===== src/rtl/bus_sel_pkg.sv =====
// rtl/bus_sel_pkg.sv - shared mode encodings and width helper for the bus selector
package bus_sel_pkg;

    localparam logic MODE_DIRECT = 1'b0;
    localparam logic MODE_RR     = 1'b1;

    // Select width for an n-source bus; never narrower than one bit.
    function automatic int sel_width(input int n);
        return (n <= 2) ? 1 : $clog2(n);
    endfunction

endpackage


===== src/rtl/bus_select_arbiter_rr_picker.sv =====
// rtl/bus_select_arbiter_rr_picker.sv - combinational round-robin winner search
//
// Ports:
//   req        in  N  request lines
//   last_grant in  W  index granted most recently; search begins one above it
//   any        out 1  at least one request is set
//   winner     out W  first requesting index after last_grant, modulo N
module rr_picker
    import bus_sel_pkg::*;
#(
    parameter  int N = 32,
    localparam int W = sel_width(N)
) (
    input  logic [N-1:0] req,
    input  logic [W-1:0] last_grant,
    output logic         any,
    output logic [W-1:0] winner
);

    // Inputs never exceed 2N-1 here, so one conditional subtract wraps them.
    function automatic int wrap(input int v);
        return (v >= N) ? v - N : v;
    endfunction

    logic [N-1:0] rot;
    logic [W-1:0] pos;

    always_comb begin
        rot = '0;
        pos = '0;
        any = 1'b0;
        // Rotate so that bit 0 is the index just above last_grant.
        for (int i = 0; i < N; i++) begin
            rot[i] = req[wrap(int'(last_grant) + 1 + i)];
        end
        // Priority-encode: lowest set bit of the rotated vector wins.
        for (int i = N - 1; i >= 0; i--) begin
            if (rot[i]) begin
                pos = W'(i);
                any = 1'b1;
            end
        end
        // Un-rotate back to a source index.
        winner = W'(wrap(int'(last_grant) + 1 + int'(pos)));
    end

endmodule


===== src/rtl/bus_select_arbiter.sv =====
// rtl/bus_select_arbiter.sv - registered bus source selector with direct or round-robin choice
//
// Ports:
//   clk, clr      clock and synchronous active-high reset
//   mode          0 = direct select, 1 = round-robin over req
//   select        encoded source index (direct mode)
//   sel_valid     select is meaningful this cycle (direct mode)
//   req           per-source request lines (round-robin mode)
//   data_in       flattened sources, source i at [i*WIDTH +: WIDTH]
//   bus_ready     consumer accepts bus_contents this cycle
//   bus_contents  registered bus value
//   bus_valid     bus_contents holds a fresh transfer
//   grant         one-hot index of the source in the current transfer
//   sel_err       one-cycle pulse for an out-of-range select
module bus_select_arbiter
    import bus_sel_pkg::*;
#(
    parameter  int WIDTH = 32,
    parameter  int N_SRC = 32,
    localparam int SEL_W = sel_width(N_SRC)
) (
    input  logic                   clk,
    input  logic                   clr,
    input  logic                   mode,
    input  logic [SEL_W-1:0]       select,
    input  logic                   sel_valid,
    input  logic [N_SRC-1:0]       req,
    input  logic [N_SRC*WIDTH-1:0] data_in,
    input  logic                   bus_ready,
    output logic [WIDTH-1:0]       bus_contents,
    output logic                   bus_valid,
    output logic [N_SRC-1:0]       grant,
    output logic                   sel_err
);

    localparam logic [SEL_W:0]     N_LIM   = (SEL_W + 1)'(N_SRC);
    localparam logic [N_SRC-1:0]   ONE_HOT = N_SRC'(1);

    logic             accept;
    logic             rr_any;
    logic [SEL_W-1:0] rr_winner;
    logic [SEL_W-1:0] last_grant;
    logic             load_en;
    logic             err_set;
    logic [SEL_W-1:0] load_idx;
    logic [WIDTH-1:0] src_data;

    // A new value may enter whenever the register is empty or being drained.
    assign accept = !bus_valid || bus_ready;

    rr_picker #(.N(N_SRC)) u_picker (
        .req        (req),
        .last_grant (last_grant),
        .any        (rr_any),
        .winner     (rr_winner)
    );

    always_comb begin
        load_en  = 1'b0;
        err_set  = 1'b0;
        load_idx = '0;
        src_data = '0;
        if (mode == MODE_RR) begin
            load_en  = rr_any;
            load_idx = rr_winner;
        end else if (sel_valid) begin
            if ({1'b0, select} < N_LIM) begin
                load_en  = 1'b1;
                load_idx = select;
            end else begin
                err_set = 1'b1;
            end
        end
        // Explicit mux avoids out-of-range part selects for non-power-of-two N_SRC.
        for (int i = 0; i < N_SRC; i++) begin
            if (load_idx == SEL_W'(i)) begin
                src_data = data_in[i*WIDTH +: WIDTH];
            end
        end
    end

    always_ff @(posedge clk) begin
        if (clr) begin
            bus_contents <= '0;
            bus_valid    <= 1'b0;
            grant        <= '0;
            sel_err      <= 1'b0;
            last_grant   <= SEL_W'(N_SRC - 1);
        end else begin
            sel_err <= 1'b0;
            if (accept) begin
                sel_err <= err_set;
                if (load_en) begin
                    // bus_contents is only ever written with real source data,
                    // so idle and error cycles keep the previous value.
                    bus_contents <= src_data;
                    bus_valid    <= 1'b1;
                    grant        <= ONE_HOT << load_idx;
                    if (mode == MODE_RR) begin
                        last_grant <= load_idx;
                    end
                end else begin
                    bus_valid <= 1'b0;
                    grant     <= '0;
                end
            end
        end
    end

endmodule


===== config.mk =====
export PLATFORM = sky130hd
export DESIGN_NAME = bus_select_arbiter
export DESIGN_NICKNAME = d
export VERILOG_FILES = /design/src/rtl/bus_sel_pkg.sv /design/src/rtl/bus_select_arbiter_rr_picker.sv /design/src/rtl/bus_select_arbiter.sv
export SDC_FILE = /design/constraint.sdc
export NUM_CORES = 1
export LEC_CHECK = 0
export CORE_AREA = 2 2 438 440
export CTS_CLUSTER_SIZE = 28
export DETAILED_ROUTE_END_ITERATION = 10
export DIE_AREA = 0 0 440 442
export PLACE_DENSITY = 0.37
export SLEW_MARGIN = 20
export SYNTH_ARGS = -nofsm -noshare
export SYNTH_HDL_FRONTEND = slang
export SYNTH_SLANG_ARGS = --single-unit

===== constraint.sdc =====
create_clock -name clk -period 18.5 [get_ports clk]
set_input_delay 2.775 -clock clk [delete_from_list [all_inputs] [get_ports clk]]
set_output_delay 2.775 -clock clk [all_outputs]
set_load 0.05 [all_outputs]

==> results of run 1 <==
-- per-layer routing --
metal	GRT usage	vias up	wire length, µm
met1	0.265	13174	89000
met5	0	-	239
met4	0.0576	40	6240
met3	0.0521	237	16300
met2	0.392	1383	113000
li1	-	11285	-
-- cells in the final DEF, fill, tap and decap left out, types with 56 or more instances in the layout --
cell type        instances
nand3_1                 86
a21oi_1                219
o22ai_1                 63
buf_4                  109
mux2i_1                 86
dfxtp_1                 70
clkdlybuf4s50_1       1128
a31oi_1                 56
o21ai_0                138
nor2_1                 211
nand2_1                477
-- sequential cells by signal (all words and copies together), names as in the netlist --
signal / flops
bus_contents: 32
bus_valid: 1
grant: 32
last_grant: 5
-- synthesized netlist by cell type (all sizes together), types with 19 or more instances --
cell / count / area, µm²
a211oi: 45 / 353
a21oi: 226 / 1150
a22oi: 49 / 368
a31oi: 57 / 357
buf: 89 / 514
clkbuf: 140 / 529
dfxtp: 70 / 1400
inv: 24 / 90.1
mux2: 26 / 293
mux2i: 87 / 875
mux4: 56 / 1270
nand2: 488 / 1840
nand3: 88 / 450
nor2: 228 / 868
nor3: 48 / 245
o211ai: 51 / 388
o21ai: 162 / 818
o221ai: 32 / 280
o22ai: 64 / 400
xnor2: 19 / 166
-- final timing paths --
kind | startpoint | end | slack (ps) | cells past startpoint
max | req[18] | bus_contents[5]$_SDFFE_PP0P_ | 7030 | 31
min | grant[3]$_SDFFE_PP0N_ | grant[3]$_SDFFE_PP0N_ | 500 | 2
max reg2reg | last_grant[0]$_SDFFE_PP1P_ | bus_contents[5]$_SDFFE_PP0P_ | 7040 | 39
min reg2reg | grant[3]$_SDFFE_PP0N_ | grant[3]$_SDFFE_PP0N_ | 500 | 2
-- final cells by class --
| class | count | area, µm² |
|---|---|---|
| fill | 21735 | 159000 |
| multi-input combinational | 2092 | 13700 |
| sequential | 70 | 1400 |
| tap | 2511 | 3140 |
| clock buffer | 10 | 229 |
| inverter | 24 | 90.1 |
| timing repair buffer | 1242 | 12200 |
| antenna | 29 | 72.6 |
| clock inverter | 6 | 70.1 |
-- logic make-up after synthesis --
| family | after synthesis | synth area share |
|---|---|---|
| AOI/OAI and AO/OA | 929 | 0.402 |
| xor gates and xnor gates | 27 | 0.0150 |
| adders and majority gates | 6 | 0.00523 |
| buffers and inverters | 253 | 0.0717 |
| DFF | 70 | 0.0887 |
| muxes | 169 | 0.154 |
| other | 1 | 0.000237 |
| and+or+nand+nor | 960 | 0.263 |
-- critical path: cells and delay by family --
family	cells	cell delay, ps
and+or+nand+nor	5	1480
xor gates and xnor gates	1	130
buffers and inverters	5	1650
muxes	3	1430
AOI/OAI and AO/OA	15	3800
adders and majority gates	2	410
-- power by group through the flow --
stage / Clock (W) / Combinational [W] / Sequential, W
final: 0.000206 / 0.00836 / 0.000227
after global placement: 0 / 0.00853 / 0.000230
after detailed placement: 0 / 0.00851 / 0.000229
after global routing: 0.000214 / 0.00880 / 0.000229
after CTS: 0.000211 / 0.00854 / 0.000225
after floorplan: 0 / 0.00388 / 0.000307
-- stage by stage --
step / utilization / std cells / area [µm²] / setup slack [ps] / total power (W)
after floorplan: - / 2415 / 15800 / 10070 / 0.00419
after global placement: 0.160 / 5936 / 30400 / 6720 / 0.00876
after detailed placement: 0.161 / 5939 / 30500 / 6700 / 0.00874
after CTS: 0.162 / 5955 / 30800 / 6960 / 0.00898
after global routing: 0.163 / 5969 / 30800 / 6310 / 0.00924
final: 0.163 / 5984 / 30800 / 7030 / 0.00880
==> reports/metrics.yaml, run 1 <==
status: "complete, no violations"
syn-cell-area_mm2: 0.0158
fin_worst_skew_ps: 19.0
crit_path_end_kind: "register"
critPathArrivalTime_ps: 11730
clock_power_share: 0.023
switching_share: 0.705
drv_cap: 0
period_share: 0.620
setup-tns-final_ps: 0
place_congestion: 0.946
cts_tree: "done"
fmax_mhz: 87.2
drcViolationCount: 0
antenna_found_initial: 89
critPathSlowestCell: "a31oi_1"
intPower_w: 0.00259
post-cts-setup-buffer-count: 0
via_per_inst: 4.36
synth_nets: 3487
pwr-share-comb: 0.951
drt_iter0_markers: 2612
fin_hold_ws_ps: 503
switching_power_w: 0.00620
synthArstFlopShare: 0
finalWirelength_um: 224000
netlist_instances: 2415
die_y_um: 442
power_frac_seq: 0.026
cts_sinks: 70
cts-resized-gates: 0
p_leak_nw: 10.3
yosysSeqAreaShare: 0.0887
synth_ff_type: "dfxtp_1"
avgSynthCellArea_um2: 6.54
hp-class: "reg -> reg"
drtAntennaViolNets: 0
cts_inserted_buffers: 9
dr.pass1.iters: 7
drv_slew: 0
power_density_mw_per_mm2: 285
worst_slew_margin_rel: 0.195
cp_max_fo: 29
final_nets: 4511
synth_seq_cells: 70
num_vias: 26119
synth-edff-count: 0
cts_hold_buffers: 0
gr-usage-all-layers: 0.221
synth_cell_types: 104
ir_drop_mv: 0.205
placementRows: 160
grt_max_degree: 103
yosys_warnings: 0
hold_viol: 0
clk_latency_ps: 400
clk_pin_slew_ps: 80
required_ps: 18760
htreeDepth: 3
cts-root-buf: "clkbuf_16"
core_mm2: 0.190
grt_overflow: 0
drive_above_1_share: 0.0894
syn_to_final_growth_pct: 95.2
cp-start-kind: "input pin"
tightest_slew_ps: 1210
die-area_mm2: 0.194
io_buffers: 1130
period_minus_slack_ps: 11470
grt_pass1_wl_um: 281000
setup_violations: 0
initial_utilization: 0.0834
max_stage_delay_ps: 750
clock_tree.buffer_depth: 2
drt-wirelength-per-cell_um: 37.5
critPathKind: "in -> reg"
grt_setup_unrepaired: "false"
ios: 1132
die_w_um: 440
crit_top_cell: "a211oi_1"
grt_pass1_vias: 25533
dp_hpwl_um: 190000
Power figures use the tool's default switching activity.
==> inputs of run 2 (changes only) <==
- CORE_AREA: 2 2 438 440 -> 2 2 435 437
- DIE_AREA: 0 0 440 442 -> 0 0 437 439
- PLACE_DENSITY: 0.37 -> 0.38
- clock period: 18.5 -> 9.2 ns (I/O delays scaled with it)
==> reports/metrics.yaml, run 2 (same netlist as run 1, synthesis figures left out) <==
status: "complete, no violations"
via_per_inst: 4.39  # +0.59%
rrSetupSlack_ps: 370  # -6670 ps
period_minus_slack_ps: 8830
reg2reg_from: "last_grant[1]$_SDFFE_PP1P_"
drv_cap: 0  # unchanged
initial_utilization: 0.0845  # +0.00115
cts_tree: "done"
crit_family: "compound AO/OA/AOI/OAI gates"
setup_slack_ps: 374  # -6660 ps
r2r-end: "bus_contents[25]$_SDFFE_PP0P_"
cp_max_fo: 15  # -48%
hold_depth: 2  # unchanged
p_leak_nw: 11.2  # +8.3%
startpoint: "last_grant[1]$_SDFFE_PP1P_"
cts-root-buf: "clkbuf_16"
place_congestion: 0.997  # +5.4%
drv_slew: 0  # unchanged
intPower_w: 0.00620  # +140%
fill_cells: 21528  # -0.95%
syn_to_final_growth_pct: 105
final_nets: 4665  # +3.4%
placementRows: 159  # -0.63%
critPathSlowestCell: "a2111oi_0"
cp-start-kind: "register"
dp_slack_ps: -199  # -6900 ps
ir_drop_mv: 0.296  # +44%
required_ps: 9530  # -9230 ps
ios: 1132  # unchanged
worstHoldStart: "grant[2]$_SDFFE_PP0N_"
cp_num_buf_inv: 3  # -2
gr-usage-all-layers: 0.225  # +0.00407
dr.pass1.iters: 6  # -1
reg_top3: "bus_contents (32), grant (32), last_grant (5)"
grt_setup_unrepaired: "false"
fmax_mhz: 113
drtAntennaViolNets: 0  # unchanged
io_buffers: 1130  # unchanged
pwr-share-comb: 0.954  # +0.003
hp-class: "reg -> reg"
placed_area_mm2: 0.0319  # +4.6%
power_frac_seq: 0.024  # -0.002
core_mm2: 0.187  # -1.4%
mostFrequentLayoutCells: "1129 x clkdlybuf4s50_1, 476 x nand2_1, 236 x buf_4, 219 x a21oi_1, 211 x nor2_1"
reg2reg_depth: 33  # -15%
clk_latency_ps: 420  # +20 ps
period_share: 0.959
cts_hold_buffers: 0  # unchanged
finalWirelength_um: 228000  # +1.4%
die_w_um: 437  # -0.68%
hold_viol: 0  # unchanged
setup_violations: 0  # unchanged
tightest_slew_ps: 1270  # +58.6 ps
switching_share: 0.670  # -0.0353
drt-wirelength-per-cell_um: 37.2  # -0.88%
antenna_found_initial: 103  # +16%
max_stage_delay_ps: 780  # +30 ps
die_y_um: 439  # -0.68%
switching_power_w: 0.0126  # +100%
power_density_mw_per_mm2: 580  # +100%
grt_pass1_vias: 26138  # +2.4%
die-area_mm2: 0.192  # -1.4%
cts_inserted_buffers: 9  # unchanged
mostFrequentLayoutCell: "clkdlybuf4s50_1"
drt_iter0_markers: 2742  # +5.0%
grt_max_degree: 64  # -38%
clock_power_share: 0.022  # about the same
clock_tree.buffer_depth: 2  # unchanged
worst_slew_margin_rel: 0.147  # -0.0480
critPathKind: "reg -> reg"
grt_pass1_wl_um: 284000  # +1.1%
post-route-cell-area_mm2: 0.0324  # +4.9%
fin_worst_skew_ps: 26.2  # +7.13 ps
num_vias: 26869  # +2.9%
fin_hold_ws_ps: 496  # -7.32 ps
drcViolationCount: 0  # unchanged
grt_overflow: 0  # unchanged
drive_above_1_share: 0.132  # +0.0423
htreeDepth: 3  # unchanged
hold_path_end: "grant[2]$_SDFFE_PP0N_"
dp_hpwl_um: 197000  # +3.7%
critPathArrivalTime_ps: 9150  # -2580 ps
crit_path_end_kind: "register"
clk_pin_slew_ps: 90  # about the same
fin_util: 0.173  # +0.0103
cts_sinks: 70  # unchanged
## run 2: changes by cell type in the layout (fill, tap and decap cells not counted), sizes merged
cell | before | now
bufinv | 1 | 0
diode | 29 | 27
clkinv | 4 | 3
clkdlybuf4s50 | 1128 | 1129
clkbuf | 10 | 9
clkinvlp | 0 | 2
buf | 114 | 267
inv | 25 | 26
## run 2: how the worst max path moves through the flow
stage / end / slack [ps] / cells past startpoint
after CTS: bus_contents[29]$_SDFFE_PP0P_ / 80 / 33
after floorplan: bus_contents[15]$_SDFFE_PP0P_ / 1210 / 37
final: bus_contents[25]$_SDFFE_PP0P_ / 370 / 33
after global placement: bus_contents[29]$_SDFFE_PP0P_ / -240 / 29
after global routing: bus_contents[2]$_SDFFE_PP0P_ / 2 / 33
after detailed placement: bus_contents[29]$_SDFFE_PP0P_ / -200 / 32
## run 2: power groups by stage
stage          Sequential [W]  Combinational (W)  Clock (W)
3_3_place_gp         0.000459             0.0179          0
5_1_grt              0.000457             0.0187   0.000435
3_5_place_dp         0.000459             0.0179          0
4_1_cts              0.000452             0.0179   0.000436
6_report             0.000452             0.0179   0.000415
2_1_floorplan        0.000617            0.00780          0
## run 2: timing repair
item	4_1_cts	5_1_grt
endpoints found under the setup margin	0	23
resized for setup	0	17
buffers inserted	0	8
## run 2: final cells by class
type,instances,area [µm²],area share
inverters,24,90.1,0.00278
diodes,27,67.6,0.00209
flip-flops and latches,70,1400,0.0433
clock inverters,7,57.6,0.00178
clock buffers,9,225,0.00696
multi-input cells,2092,13700,0.424
repair buffers,1396,13700,0.423
well taps,2495,3120,0.0965
## run 2: layer usage
metal	global-route usage	wire, µm
met3	0.0464	16500
met1	0.279	91800
met5	0	410
met4	0.0668	7040
met2	0.390	112000
## run 2: per-stage QoR
step           TNS [ps]  power [W]  instances
2_1_floorplan         0    0.00842       2415
3_3_place_gp      -1500     0.0184       6068
3_5_place_dp       -610     0.0183       6069
4_1_cts               0     0.0188       6085
5_1_grt               0     0.0196       6108
6_report              0     0.0188       6120
## run 2: tightest hold or removal path: cells and delay by family (launching register included)
family / cells / cell delay (ps)
flops: 1 / 340
simple gates: 1 / 70
compound gates: 1 / 60
==> inputs of run 3 (changes only) <==
- CORE_AREA: 2 2 435 437 -> 2 2 445 447
- DIE_AREA: 0 0 437 439 -> 0 0 447 449
- PLACE_DENSITY: 0.38 -> 0.36
- SYNTH_HIERARCHICAL: not set -> 1
==> reports/metrics.yaml, run 3 <==
yosys_warnings: 6  # +6
synth_most_common_cell: "nor2_1"
power_density_mw_per_mm2: 584  # +0.64%
synth_nets: 3017  # -13%
die_y_um: 449  # +2.3%
hp-class: "reg -> reg"
fin_cells: 5846  # -4.5%
drv_slew: 0  # unchanged
cts_sinks: 70  # unchanged
grt_overflow: 0  # unchanged
setup_violations: 0  # unchanged
hold_viol: 0  # unchanged
period_minus_slack_ps: 8760  # -64.8 ps
fin_worst_skew_ps: 20.9  # -5.27 ps
crit_path_end_kind: "register"
yosysSeqAreaShare: 0.102  # +0.0132
synth_seq_cells: 70  # unchanged
cts-root-buf: "clkbuf_16"
tightest_slew_ps: 1160  # -104 ps
startpoint: "last_grant[1]$_SDFFE_PP1P_"
grt_max_degree: 53  # -17%
synth-edff-count: 0  # unchanged
pwr-share-comb: 0.945  # -0.009
fin_util: 0.154  # -0.0187
mostFrequentLayoutCells: "1129 x clkdlybuf4s50_1, 222 x buf_4, 211 x nor2_1, 166 x a22oi_1, 133 x nand2_1"
placementRows: 163  # +2.5%
regArea_mm2: 0.00140  # unchanged
htreeDepth: 3  # unchanged
cts_hold_buffers: 0  # unchanged
num_vias: 24906  # -7.3%
synth_ff_type: "dfxtp_1"
grt_setup_unrepaired: "false"
multi_input_area_mm2: 0.0119  # -13%
intPower_w: 0.00575  # -7.3%
netlist_instances: 1942  # -20%
grt_pass1_vias: 24264  # -7.2%
core_mm2: 0.196  # +4.9%
period_share: 0.952  # -0.00705
drv_cap: 0  # unchanged
final_nets: 4227  # -9.4%
via_per_inst: 4.26  # -3.0%
grt_pass1_wl_um: 305000  # +7.3%
drive_above_1_share: 0.129  # -0.00282
antenna_found_initial: 148  # +44%
status: "complete, no violations"
drcViolationCount: 0  # unchanged
ios: 1132  # unchanged
mostFrequentLayoutCell: "clkdlybuf4s50_1"
critPathArrivalTime_ps: 9040  # -110 ps
dp_hpwl_um: 223000  # +13%
worst_slew_margin_rel: 0.225  # +0.0782
synth_largest_area_cell: "dfxtp_1"
drtAntennaViolNets: 0  # unchanged
die-area_mm2: 0.201  # +4.6%
post-cts-setup-buffer-count: 0  # unchanged
critPathSlowestCell: "a22oi_1"
ys_top_cells_by_count: "234 x nor2_1, 166 x a22oi_1, 138 x nand2_1"
ir_drop_mv: 0.284  # -4.1%
p_leak_nw: 10.1  # -9.7%
finalWirelength_um: 251000  # +11%
io_buffers: 1130  # unchanged
initial_utilization: 0.0701  # -0.0144
critPathKind: "reg -> reg"
switching_share: 0.675  # +0.00503
numPlacedInstances: 5781  # -4.7%
cp-start-kind: "register"
dp_slack_ps: -124  # +75.0 ps
clock_power_share: 0.030  # +0.008
clk_latency_ps: 450  # +30 ps
crit_chain: "ha_1, buf_4, mux4_2, nand2_1, a22oi_1, o21ai_0, o2111ai_1, nor3_1, o21ai_1, a2111oi_0, nor4_1, ha_1, nor2_1, mux2i_1, nand4b_1, buf_4, and3_1, o211ai_2, nor2_4, a22oi_1, a41o_1, o211ai_1"
switching_power_w: 0.0119  # -5.1%
cp_max_fo: 25  # +10
power_frac_seq: 0.025  # about the same
synth_cell_types: 110  # +5.8%
reg2reg_from: "last_grant[1]$_SDFFE_PP1P_"
dr.pass1.iters: 9  # +3
cts_inserted_buffers: 9  # unchanged
drt_iter0_markers: 3111  # +13%
fmax_mhz: 114  # +0.74%
syn-cell-area_mm2: 0.0138  # -13%
worstHoldStart: "grant[30]$_SDFFE_PP0N_"
cts_tree: "done"
reg_top3: "bus_contents (32), grant (32), last_grant (5)"
synth_area_leaders: "dfxtp_1 10%, a22oi_1 9.1%, nor2_1 6.4%, o22ai_1 5.4%, a21oi_1 4.7%"
clock_tree.buffer_depth: 2  # unchanged
die_w_um: 447  # +2.3%
drt-wirelength-per-cell_um: 43.0  # +16%
place_congestion: 0.997  # about the same
cts-resized-gates: 0  # unchanged
yosys.area.top_type_share: 0.102  # -0.0131
clk_pin_slew_ps: 80  # about the same
syn_to_final_growth_pct: 120
setup_slack_ps: 439  # +64.8 ps
fill_cells: 22629  # +5.1%
max_stage_delay_ps: 980  # +200 ps
avgSynthCellArea_um2: 7.08  # +8.3%
required_ps: 9480  # -50 ps
synthArstFlopShare: 0  # unchanged
gr-usage-all-layers: 0.241  # +0.0152
[run 3: kinds of logic (layout without fill, tap and decap cells)]
| group | count (synthesis) | count (layout) | synth area share |
|---|---|---|---|
| AO/OA/AOI/OAI | 922 | 922 | 0.485 |
| AND/OR/NAND/NOR | 619 | 619 | 0.220 |
| buffers and inverters | 182 | 1397 | 0.0601 |
| multiplexers | 109 | 109 | 0.103 |
| flip-flops | 70 | 70 | 0.102 |
| XOR/XNOR | 30 | 30 | 0.0210 |
| adder cells (fa/ha/maj) | 9 | 9 | 0.00819 |
| other | 1 | 50 | 0.000273 |
[run 3: final timing paths]
check,to,slack (ps),cells past startpoint
setup / recovery,bus_contents[17]$_SDFFE_PP0P_,440,22
hold / removal,grant[30]$_SDFFE_PP0N_,490,2
hold reg to reg,grant[30]$_SDFFE_PP0N_,490,2
setup reg to reg,bus_contents[17]$_SDFFE_PP0P_,440,22
[run 3: layout make-up]
class	count	area share
Antenna cell	49	0.00405
Clock buffer	11	0.00802
Clock inverter	5	0.00426
Inverter	24	0.00306
Multi-Input combinational cell	1690	0.394
Sequential cell	70	0.0463
Tap cell	2640	0.109
Timing Repair Buffer	1357	0.432
[run 3: power groups by stage]
stage	clock network, W	registers (W)	logic, W
6_report	0.000528	0.000447	0.0167
5_1_grt	0.000553	0.000455	0.0172
4_1_cts	0.000558	0.000444	0.0167
3_5_place_dp	0	0.000450	0.0166
3_3_place_gp	0	0.000449	0.0167
2_1_floorplan	0	0.000656	0.00681
[run 3: layer usage]
metal	share of wire	GRT usage	vias to the layer above
met5	0.0019	0	-
met4	0.034	0.0831	76
met3	0.069	0.0528	304
met2	0.50	0.417	1416
met1	0.40	0.290	12706
li1	-	-	10404
[run 3: critical path, delay by kind of cell (launching register included)]
| family | cells | cell delay (ps) |
|---|---|---|
| AO/OA/AOI/OAI | 9 | 3860 |
| AND/OR/NAND/NOR | 7 | 1620 |
| adder cells (fa/ha/maj) | 2 | 950 |
| multiplexers | 2 | 790 |
| buffers and inverters | 2 | 700 |
| flip-flops | 1 | 610 |
[run 3: per-stage QoR]
stage                     cell area, µm²  total power (W)  TNS, ps  hold WS (ps)
final                              30300           0.0177        0           492
after floorplan                    13800          0.00747        0           440
after global routing               30200           0.0182        0           532
after global placement             29700           0.0172     -697           469
after detailed placement           29700           0.0171     -162           479
after CTS                          30100           0.0177        0           498
